File: src/rtl/uart_program_loader.sv
// uart_program_loader: UART receiver streaming program bytes into byte-wide instruction memory.
// 8N1 frames by default; define PARITY_EN for 8E1 frames with a sticky parity_error output.
module uart_program_loader #(
  parameter int CLKS_PER_BIT = 434,
  parameter int MAX_BYTES    = 1024
) (
  input  logic        clk,
  input  logic        rst,
  input  logic        rx,
  input  logic        load_en,
  output logic [7:0]  write_Instruction,
  output logic        write_Ready,
  output logic        write,
  output logic [10:0] byte_count,
  output logic        load_done,
`ifdef PARITY_EN
  output logic        parity_error,
`endif
  output logic        frame_error
);
  localparam int CW = $clog2(CLKS_PER_BIT);
  localparam logic [CW-1:0] HALF = CW'(CLKS_PER_BIT / 2);
  localparam logic [CW-1:0] LAST = CW'(CLKS_PER_BIT - 1);
  typedef enum logic [2:0] {
    IDLE,
    START,
    DATA,
`ifdef PARITY_EN
    PARITY,
`endif
    STOP,
    DELIVER
  } state_t;
  state_t state, state_n;
  logic [CW-1:0] cnt, cnt_n;
  logic [2:0] idx, idx_n;
  logic [7:0] sh, sh_n, wi_n;
  logic [1:0] dcnt, dcnt_n;
  logic [10:0] bc_n;
  logic rx_q, rx_s, bad, bad_n, hold, hold_n, wr_n, done_n, fe_n;
`ifdef PARITY_EN
  logic pe_n;
`endif
  always_ff @(posedge clk or posedge rst)
    if (rst) begin
      {rx_s, rx_q} <= 2'b11;
      state <= IDLE;
      cnt <= '0;
      idx <= '0;
      sh <= '0;
      dcnt <= '0;
      bad <= 1'b0;
      hold <= 1'b0;
      write_Instruction <= '0;
      write_Ready <= 1'b0;
      write <= 1'b0;
      byte_count <= '0;
      load_done <= 1'b0;
      frame_error <= 1'b0;
`ifdef PARITY_EN
      parity_error <= 1'b0;
`endif
    end else begin
      {rx_s, rx_q} <= {rx_q, rx};
      state <= state_n;
      cnt <= cnt_n;
      idx <= idx_n;
      sh <= sh_n;
      dcnt <= dcnt_n;
      bad <= bad_n;
      hold <= hold_n;
      write_Instruction <= wi_n;
      write_Ready <= wr_n;
      write <= load_en & ~load_done;
      byte_count <= bc_n;
      load_done <= done_n;
      frame_error <= fe_n;
`ifdef PARITY_EN
      parity_error <= pe_n;
`endif
    end
  always_comb begin
    state_n = state;
    cnt_n = cnt + 1'b1;
    idx_n = idx;
    sh_n = sh;
    dcnt_n = dcnt;
    bad_n = bad;
    hold_n = hold;
    wi_n = write_Instruction;
    wr_n = 1'b0;
    bc_n = byte_count;
    done_n = load_done;
    fe_n = frame_error;
`ifdef PARITY_EN
    pe_n = parity_error;
`endif
    case (state)
      IDLE: begin
        cnt_n = '0;
        bad_n = 1'b0;
        hold_n = 1'b0;
        state_n = rx_s ? IDLE : START;
      end
      START:
        if (cnt == HALF) begin
          cnt_n = '0;
          idx_n = '0;
          state_n = rx_s ? IDLE : DATA;
        end
      DATA:
        if (cnt == LAST) begin
          cnt_n = '0;
          sh_n = {rx_s, sh[7:1]};
          idx_n = idx + 3'd1;
`ifdef PARITY_EN
          if (idx == 3'd7) state_n = PARITY;
`else
          if (idx == 3'd7) state_n = STOP;
`endif
        end
`ifdef PARITY_EN
      PARITY:
        if (cnt == LAST) begin
          cnt_n = '0;
          state_n = STOP;
          if (rx_s != ^sh) begin
            bad_n = 1'b1;
            pe_n = 1'b1;
          end
        end
`endif
      STOP:
        if (hold) state_n = rx_s ? IDLE : STOP;
        else if (cnt == LAST) begin
          cnt_n = '0;
          dcnt_n = '0;
          wi_n = (rx_s && load_en && !load_done && !bad) ? sh : write_Instruction;
          state_n = !rx_s ? STOP : (load_en && !load_done && !bad) ? DELIVER : IDLE;
          hold_n = !rx_s;
          fe_n = frame_error | !rx_s;
        end
      DELIVER: begin
        // Track a start bit arriving during delivery so the next frame keeps its timing
        dcnt_n = dcnt + 2'd1;
        cnt_n = rx_s ? '0 : cnt + 1'b1;
        wr_n = dcnt != 2'd2;
        if (dcnt == 2'd2) begin
          cnt_n = rx_s ? '0 : cnt;
          state_n = rx_s ? IDLE : START;
          bc_n = byte_count + 11'd1;
          done_n = (byte_count + 11'd1) == 11'(MAX_BYTES);
        end
      end
      default: state_n = IDLE;
    endcase
  end
endmodule

File: config.mk
export PLATFORM = sky130hd
export DESIGN_NAME = uart_program_loader
export DESIGN_NICKNAME = d
export VERILOG_FILES = /design/src/rtl/uart_program_loader.sv
export SDC_FILE = /design/constraint.sdc
export NUM_CORES = 1
export LEC_CHECK = 0
export CORE_ASPECT_RATIO = 0.9
export CORE_MARGIN = 4
export CORE_UTILIZATION = 50
export DETAILED_ROUTE_END_ITERATION = 8
export GPL_TIMING_DRIVEN = 0
export PLACE_DENSITY = 0.87
export REMOVE_ABC_BUFFERS = 1
export SLEW_MARGIN = 5
export SYNTH_ARGS = -nofsm -noshare
export SYNTH_HDL_FRONTEND = slang
export SYNTH_SLANG_ARGS = --single-unit
File: constraint.sdc
create_clock -name clk -period 2 [get_ports clk]
set_clock_uncertainty 0.1 [all_clocks]
set_input_delay 0.3 -clock clk [delete_from_list [all_inputs] [get_ports clk]]
set_output_delay 0.3 -clock clk [all_outputs]
set_load 0.05 [all_outputs]
==> results.txt <==
----------------------------------------------------
[STA]
  Max transition margin ... 0.652
  Endpoints failing setup ... 0
  Final hold slack ... 0.164 ns
  Slew Viols, Final ... 0
  Setup Total Neg Slack ... 0 ns
  Final worst setup slack ... 0.0125 ns
  Crit path time final ... 1.99 ns
  Final hold violations ... 0
  Achievable clock frequency ... 503 MHz
  Worst-margin pin slew ... 0.521 ns
  Fraction of the cycle the final worst path needs ... 0.994

[Yosys]
  Post-synth cell types ... 42
  Most used DFF post-synth ... dfrtp_1
  Share of synthesized area occupied by flip-flops and latches ... 0.529
  Share of Yosys cell area claimed by the top area cell type ... 0.508
  Most numerous cell types in the synthesized netlist ... dfrtp_1, nand2_1, mux2_2
  Number of enable flip-flop cells after synthesis ... 0
  Mean Syn Cell Area ... 10.7 sq um
  Synthesized cell area ... 0.00242 sq mm
  Count of warnings emitted by yosys ... 0
  Post-synthesis async set-or-reset flop share ... 1.00
  Cell accounting for the most synthesized area ... dfrtp_1
  Post-synthesis cell count ... 225
  Number of storage elements in the synthesis netlist ... 51
  Library cell with the highest instance count after synthesis ... dfrtp_1
  Ranking of synthesized cells by area ... dfrtp_1, mux2_2, nand2_1

[Global routing]
  First-pass GRT wire length ... 8580 microns
  Initial antenna violation count ... 0
  GR Util All Layers ... 0.187
  Via count of the first global-routing pass ... 1869
  Pin count of the biggest net entering global routing ... 39
  Remaining Overflow, GRT ... 0

[Layout]
  Syn-to-layout area delta ... 25.4%
  Final standard cell count with taps included and fillers excluded ... 329
  Total of fill cells in the finished design ... 360
  Number of antenna repair diodes ... 0
  Utilization after layout ... 0.666
  Share of layout cells above drive strength 1 ... 0.251
  Non-Filler Cell Area, Final ... 0.00303 sq mm
  Final net count ... 276

[Floorplan]
  Full die area ... 0.00601 sq mm
  I/O pin total ... 27
  Site Rows ... 23
  Die H ... 73.9 microns
  Initial cell density of the core ... 0.531
  Core ar. ... 0.00455 sq mm
  Horizontal die dimension ... 81.3 microns

[Setup path]
  Worst setup EP type ... flip-flop
  Crit start category ... flip-flop
  Largest fanout of any net on the critical path ... 6
  Category of the critical setup timing path ... reg -> reg
  Endpoint arrival time on the critical path ... 2.08 ns
  CP Data Required Time ... 2.09 ns

[Placement]
  Placement-stage worst setup slack ... -0.221 ns
  Area post-placement ... 0.00274 sq mm
  Weighted congestion at the end of routability-driven global placement ... 0.822
  Dpl cells ... 308
  IO Port Bufs ... 26
  HPWL reported at the end of detailed placement ... 3460 microns

[Routing]
  Total vias in the final route ... 1855
  Iteration-0 DRC count of the detailed router ... 130
  Via density ... 5.64
  WL final ... 5420 microns
  Number of nets with antenna violations after routing ... 0
  Drt drc ... 0
  Router iterations before antenna repair ... 4
  Post-DR wirelength/cell ... 16.5 microns

[Clock network]
  Hold-fix buffers, CTS ... 0
  Clk pin slew, worst setup/hold paths ... 0.09 ns
  Num Clock Sinks ... 51
  Root cell of the clock tree ... clkbuf_8
  TritonCTS clock tree ... done
  CTS Buf Count ... 5
  Worst-Skew Late Latency ... 0.30 ns
  Buffers from clock root to sink, at most ... 2
  Htree depth ... 2

[Run]
  Max-cap check violation count ... 0

[Power]
  Max VDD drop ... 0.575 mV
  Total power consumption of the routed design ... 2.61 mW
  Cell Pwr Density ... 861 mW/mm^2
  Static leakage ... 1.49 nW

[Min path]
  Worst hold path class ... in -> async

[Run status]
  Outcome ... complete, no violations

----------------------------------------------------
cell usage in the layout, fill, tap and decap left out, types with 6 or more instances in the layout:
| master | instances |
|---|---|
| dfrtp_1 | 46 |
| buf_4 | 11 |
| nand3_1 | 9 |
| ha_1 | 6 |
| xnor2_1 | 10 |
| o22ai_1 | 7 |
| o21ai_0 | 10 |
| nor2_1 | 9 |
| nand2_1 | 30 |
| clkdlybuf4s50_1 | 17 |
| dlymetal6s2s_1 | 8 |
| mux2_2 | 19 |
cell type report:
cell class | count | area, sq um | area share
Tap cell | 62 | 77.6 | 0.0256
Inverter | 7 | 26.3 | 0.00867
Multi-Input combinational cell | 161 | 1150 | 0.380
Sequential cell | 51 | 1280 | 0.423
Clock buffer | 6 | 72.6 | 0.0240
Timing Repair Buffer | 40 | 407 | 0.134
Clock inverter | 2 | 12.5 | 0.00413
repair_timing:
item,in CTS,in global routing
pin swaps,3,4
resized for setup,12,19
setup endpoints to repair,33,42
endpoints found under the hold margin,0,0
setup buffers,3,10
sequential cells by signal (all words and copies together), names as in the netlist:
| register | cells |
|---|---|
| load_done | 1 |
| write_Instruction | 8 |
| dcnt | 2 |
| frame_error | 1 |
| rx_q | 1 |
| rx_s | 1 |
| byte_count | 11 |
| hold | 1 |
| write | 1 |
| write_Ready | 1 |
| sh | 8 |
| cnt | 9 |
| idx | 3 |
| state | 3 |
routing by layer:
layer / vias to the layer above / track usage / part of all wire
met5: - / 0 / 0
met4: 0 / 0.0938 / 0.015
met3: 7 / 0.0339 / 0.036
met2: 56 / 0.313 / 0.54
met1: 915 / 0.234 / 0.41
li1: 877 / - / -
where the power goes:
group / switching, mW / internal (mW) / total, mW
sequential: 0.127 / 1.12 / 1.25
clock: 0.337 / 0.245 / 0.582
combinational: 0.463 / 0.312 / 0.775
total: 0.928 / 1.68 / 2.61
logic make-up after synthesis:
kind of cell / synth area share
AO/OA/AOI/OAI: 0.0870
flip-flops: 0.529
buffers and inverters: 0.0243
XOR/XNOR: 0.0399
adder cells (fa/ha/maj): 0.0311
multiplexers: 0.0886
AND/OR/NAND/NOR: 0.200
path summary, 6_finish.rpt:
check	start	end	slack, ns	depth (start not counted)
min in group clk	rx_q	rx_s	0.26	0
min reg2reg	rx_q	rx_s	0.26	0
max	cnt[1]	state[0]	0.01	9
max in group asynchronous	rst	rx_s	1.08	3
max reg2reg	cnt[1]	state[0]	0.01	9
min	rst	idx[2]	0.16	2
worst max-delay path: stages (launching register included):
cell and delay [ns]:
dfrtp_1 0.42, inv_2 0.07, ha_1 0.14, nand4b_1 0.11, buf_4 0.18, buf_4 0.15
o21ai_2 0.15, nand4_1 0.22, a21oi_1 0.25, a21oi_1 0.06
Note: power is estimated with default switching activity, not from simulation.
==> patch 1: new RTL, same settings <==
Encoding of `state_t`: now one-hot (5 bits for 5 states).
--- a/src/rtl/uart_program_loader.sv
+++ b/src/rtl/uart_program_loader.sv
@@ -21,15 +21,15 @@
   localparam int CW = $clog2(CLKS_PER_BIT);
   localparam logic [CW-1:0] HALF = CW'(CLKS_PER_BIT / 2);
   localparam logic [CW-1:0] LAST = CW'(CLKS_PER_BIT - 1);
-  typedef enum logic [2:0] {
-    IDLE,
-    START,
-    DATA,
+  typedef enum logic [4:0] {
+    IDLE    = 5'b00001,
+    START   = 5'b00010,
+    DATA    = 5'b00100,
 `ifdef PARITY_EN
     PARITY,
 `endif
-    STOP,
-    DELIVER
+    STOP    = 5'b01000,
+    DELIVER = 5'b10000
   } state_t;
   state_t state, state_n;
   logic [CW-1:0] cnt, cnt_n;
Check against the original RTL: same outputs for any inputs over 10 cycles, from zero or initial values and one cycle with rst high; not proved beyond that.
==> patch 1 against the unedited design <==
The run now ends with setup timing left. Count of clock-buffer cells in the layout fell by 1. Sequential cell count grew 2. Power is 3.9% higher. Setup slack worse by 0.17 ns. Synthesized cell count increased by 12%. Design area rose by 9.5%. Area after synthesis increased by 6.6%. Routed wire length grew 15%. Largest power group unchanged.
==> patch 1: results (changes against the unedited design) <==
The run finished, with violations left. The final reports fail on setup timing. The clock buffer count in the final layout came out at 5 (-1). The peak ir drop on the vdd network came out at 550 µV (-4.3%). The total length of routed wires was 6220 µm (+15%). The worst slack at placement is -0.375 ns (-0.155 ns).

The final weighted congestion of routability-driven global placement is 0.878 (+6.8%). The non-clock inverter count in the final layout came to 13 (+6). The total clock sinks is 53 (+3.9%). The number of distinct standard cells referenced by the synthesized netlist is 52 (+24%).

The met2 track utilization from global routing came out at 31.5% (+0.19 points). The proportion of final cell area spent on non-clock buffers was 13.0% (-0.45 points). By count the netlist is led by 50 x dfrtp_1, 47 x nand2_1, 18 x nor2_1. From synthesis to final layout, the design area changed by 28.8%. By area the synthesized netlist is led by dfrtp_1 49%, nand2_1 6.8%, mux2_2 3.9%. The final layout net count is 308 (+12%). The multi-input logic portion of the cell area came to 39.9% (+1.9 points).

The global-route track usage on met3 came to 3.14% (-0.25 points). The post-synthesis sequential area ratio came out at 51.6% (-1.3 points). The placed instance area came to 0.00292 mm² (+6.4%). The combined global-route utilization of all metal layers is 18.6% (-0.064 points). The final instance area is 0.00332 mm² (+9.5%). The mean instance size in the synthesized netlist is 10.3 µm² (-4.4%). The number of global-route vias before repair came out at 2009 (+7.5%). The number of vias after detailed routing is 2091 (+13%).

The via-per-instance ratio is 5.74 (+1.9%). The number of non-clock buffers came to 45 (+13%). The highest net fanout along the worst path was 5 (-1).

The global-route wire length before repair was 9730 µm (+13%). The share of final-layout standard cells stronger than drive strength 1 is 26.4% (+1.3 points). The sum of negative setup slack came out at -0.879 ns (-0.879 ns). The pin count of the biggest net entering global routing came out at 36 (-7.7%). The leakage component of the power is 1.58 nW (+5.9%).

The count of routing violations after the opening detailed-route iteration came to 239 (+84%). The post-DP HPWL came to 3840 µm (+11%). The total internal power is 1.80 mW (+7.4%). The actual transition at the worst max-transition pin came out at 0.546 ns (+0.0252 ns). The proportion of cell area spent on the clock network came out at 2.83% (+0.019 points). The number of cells after detailed placement is 338 (+9.7%). The clock latency on the worst-skew pair came to 0.32 ns (+0.02 ns). The setup-violating endpoint count in the final report came to 20 (+20).

The number of combinational gates with multiple inputs came to 180 (+12%). The top cell type's share of synthesized area is 48.6% (-2.2 points). The slack of the critical path came out at -0.159 ns (-0.171 ns).
-- patch 1: critical path: stages (launching register included) --
cell and delay (ns):
dfrtp_2 0.45, or4b_4 0.57, nand2b_4 0.19, o221ai_4 0.22
a2111o_2 0.22, mux2_4 0.31
-- patch 1: path summary, 6_finish.rpt --
kind	from	end	slack, ns	cells past startpoint
min in group clk	rx_q$_DFF_PP1_	rx_s$_DFF_PP1_	0.25	0
setup / recovery	state[3]$_DFFE_PP0P_	state[2]$_DFFE_PP0P_	-0.16	5
hold reg to reg	rx_q$_DFF_PP1_	rx_s$_DFF_PP1_	0.25	0
max in group asynchronous	rst	cnt[8]$_DFFE_PP0P_	1.08	3
setup reg to reg	state[3]$_DFFE_PP0P_	state[2]$_DFFE_PP0P_	-0.16	5
hold / removal	rst	byte_count[9]$_DFFE_PP0P_	0.18	2
-- patch 1: logic make-up after synthesis --
family	share of synthesized area (%)
AND/OR/NAND/NOR	24.0
buffers and inverters	2.67
XOR/XNOR	4.42
AO/OA/AOI/OAI	9.47
adder cells (fa/ha/maj)	2.91
flip-flops	51.6
multiplexers	4.91
-- patch 1: what timing repair did --
action                     CTS  global route
pin swaps                    6             8
resized for setup           19            27
buffers inserted            10             8
setup endpoints to repair   32            40
-- patch 1: layer usage --
metal  vias up  share of wire [%]
li1        973                  -
met3        17                4.3
met5         -                  0
met4         0                2.0
met2        66                 53
met1      1035                 41
-- patch 1: power by group through the flow --
| stage | Combinational [mW] | Sequential (mW) | Clock (mW) |
|---|---|---|---|
| 5_1_grt | 0.921 | 1.24 | 0.683 |
| 6_report | 0.849 | 1.23 | 0.628 |
| 3_5_place_dp | 0.526 | 1.24 | 0 |
| 3_3_place_gp | 0.505 | 1.23 | 0 |
| 2_1_floorplan | 0.407 | 1.23 | 0 |
| 4_1_cts | 0.740 | 1.22 | 0.632 |
==> patch 2: new RTL, config.mk and constraints unchanged <==
Without the edit above. Change the parameter `CLKS_PER_BIT` from 434 to 868.
--- a/src/rtl/uart_program_loader.sv
+++ b/src/rtl/uart_program_loader.sv
@@ -1,7 +1,7 @@
 // uart_program_loader: UART receiver streaming program bytes into byte-wide instruction memory.
 // 8N1 frames by default; define PARITY_EN for 8E1 frames with a sticky parity_error output.
 module uart_program_loader #(
-  parameter int CLKS_PER_BIT = 434,
+  parameter int CLKS_PER_BIT = 868,
   parameter int MAX_BYTES    = 1024
 ) (
   input  logic        clk,
Function: same outputs for any inputs over 10 cycles, from zero or initial values and one cycle with rst high; that may be too few to reach the edited logic, so the function may still have changed.
==> patch 2 against the unedited design <==
The flow now finishes with violations (setup timing). Area after synthesis up 4.2%. Design area up 4.5%. Maximum frequency down 2.0%. Sequential cell count up 1. Die area up 3.8%. Routed wire length down 2.2%. Power up 8.8%. Clock power up 28%. Utilization down 1.6 points. Setup slack worse by 0.040 ns. Critical endpoint is now sh[7]$_DFFE_PP0P_. Largest cell class unchanged.
==> patch 2: results (changes against the unedited design) <==
The number of setup buffers added after CTS came to 8 (+5). The leakage component of the power is 1.52 nW (+2.1%). The routed wire length on met2 came out at 2620 µm (-9.6%). The global-route track usage on met3 came out at 4.02% (+0.63 points).

The via-per-instance ratio is 5.52 (-2.0%). The global-route wire length before repair came out at 8630 µm (+0.64%). The worst slew margin relative to its limit is 65.5% (+0.37 points).

The highest net fanout along the worst path came out at 8 (+2). The setup-violating endpoint count in the final report is 25 (+25). The mean instance size in the synthesized netlist is 11.3 µm² (+5.1%). The run finished, with violations left. The average routed wire per standard cell was 16.2 µm (-1.9%).

The met1 track demand over resource was 24.7% (+1.2 points). The clock buffer count in the final layout is 5 (-1). The final cell count without fillers is 328 (-0.30%). The cell depth of the worst flop-to-flop path came out at 5 (-4). The slack of the critical path is -0.0276 ns (-0.0401 ns). The slowest stage cell on the critical path is dfrtp_2. The number of combinational gates with multiple inputs is 152 (-5.6%).

The area growth from synthesis to layout came out at 25.7%. The largest registers in the layout are byte_count x11, cnt x10. The share of final-layout standard cells stronger than drive strength 1 is 28.5% (+3.4 points). The checks that failed: setup timing. The number of well-tap cells placed came out at 65 (+4.8%). The area share of fa/ha/maj cells after synthesis is 2.98% (-0.13 points).
patch 2: cell count changes after synthesis, moves of 4 or more:
| cell | change |
|---|---|
| o22ai_1 | -4 |
| nand2_1 | -15 |
| nor2_1 | +9 |
| o21ai_0 | -4 |
| inv_1 | +4 |
patch 2: worst max-delay path: cells and delay by family, from the launching register on:
| family | cells | cell delay, ns |
|---|---|---|
| adder cells (fa/ha/maj) | 1 | 0.16 |
| multiplexers | 1 | 0.37 |
| flip-flops | 1 | 0.42 |
| AND/OR/NAND/NOR | 3 | 0.88 |
patch 2: power by group through the flow:
stage | registers (mW) | logic [mW] | clock network, mW
finish | 1.28 | 0.815 | 0.746
global placement | 1.29 | 0.581 | 0
global route | 1.29 | 0.892 | 0.787
floorplan | 1.32 | 0.422 | 0
CTS | 1.28 | 0.689 | 0.758
detailed placement | 1.29 | 0.611 | 0
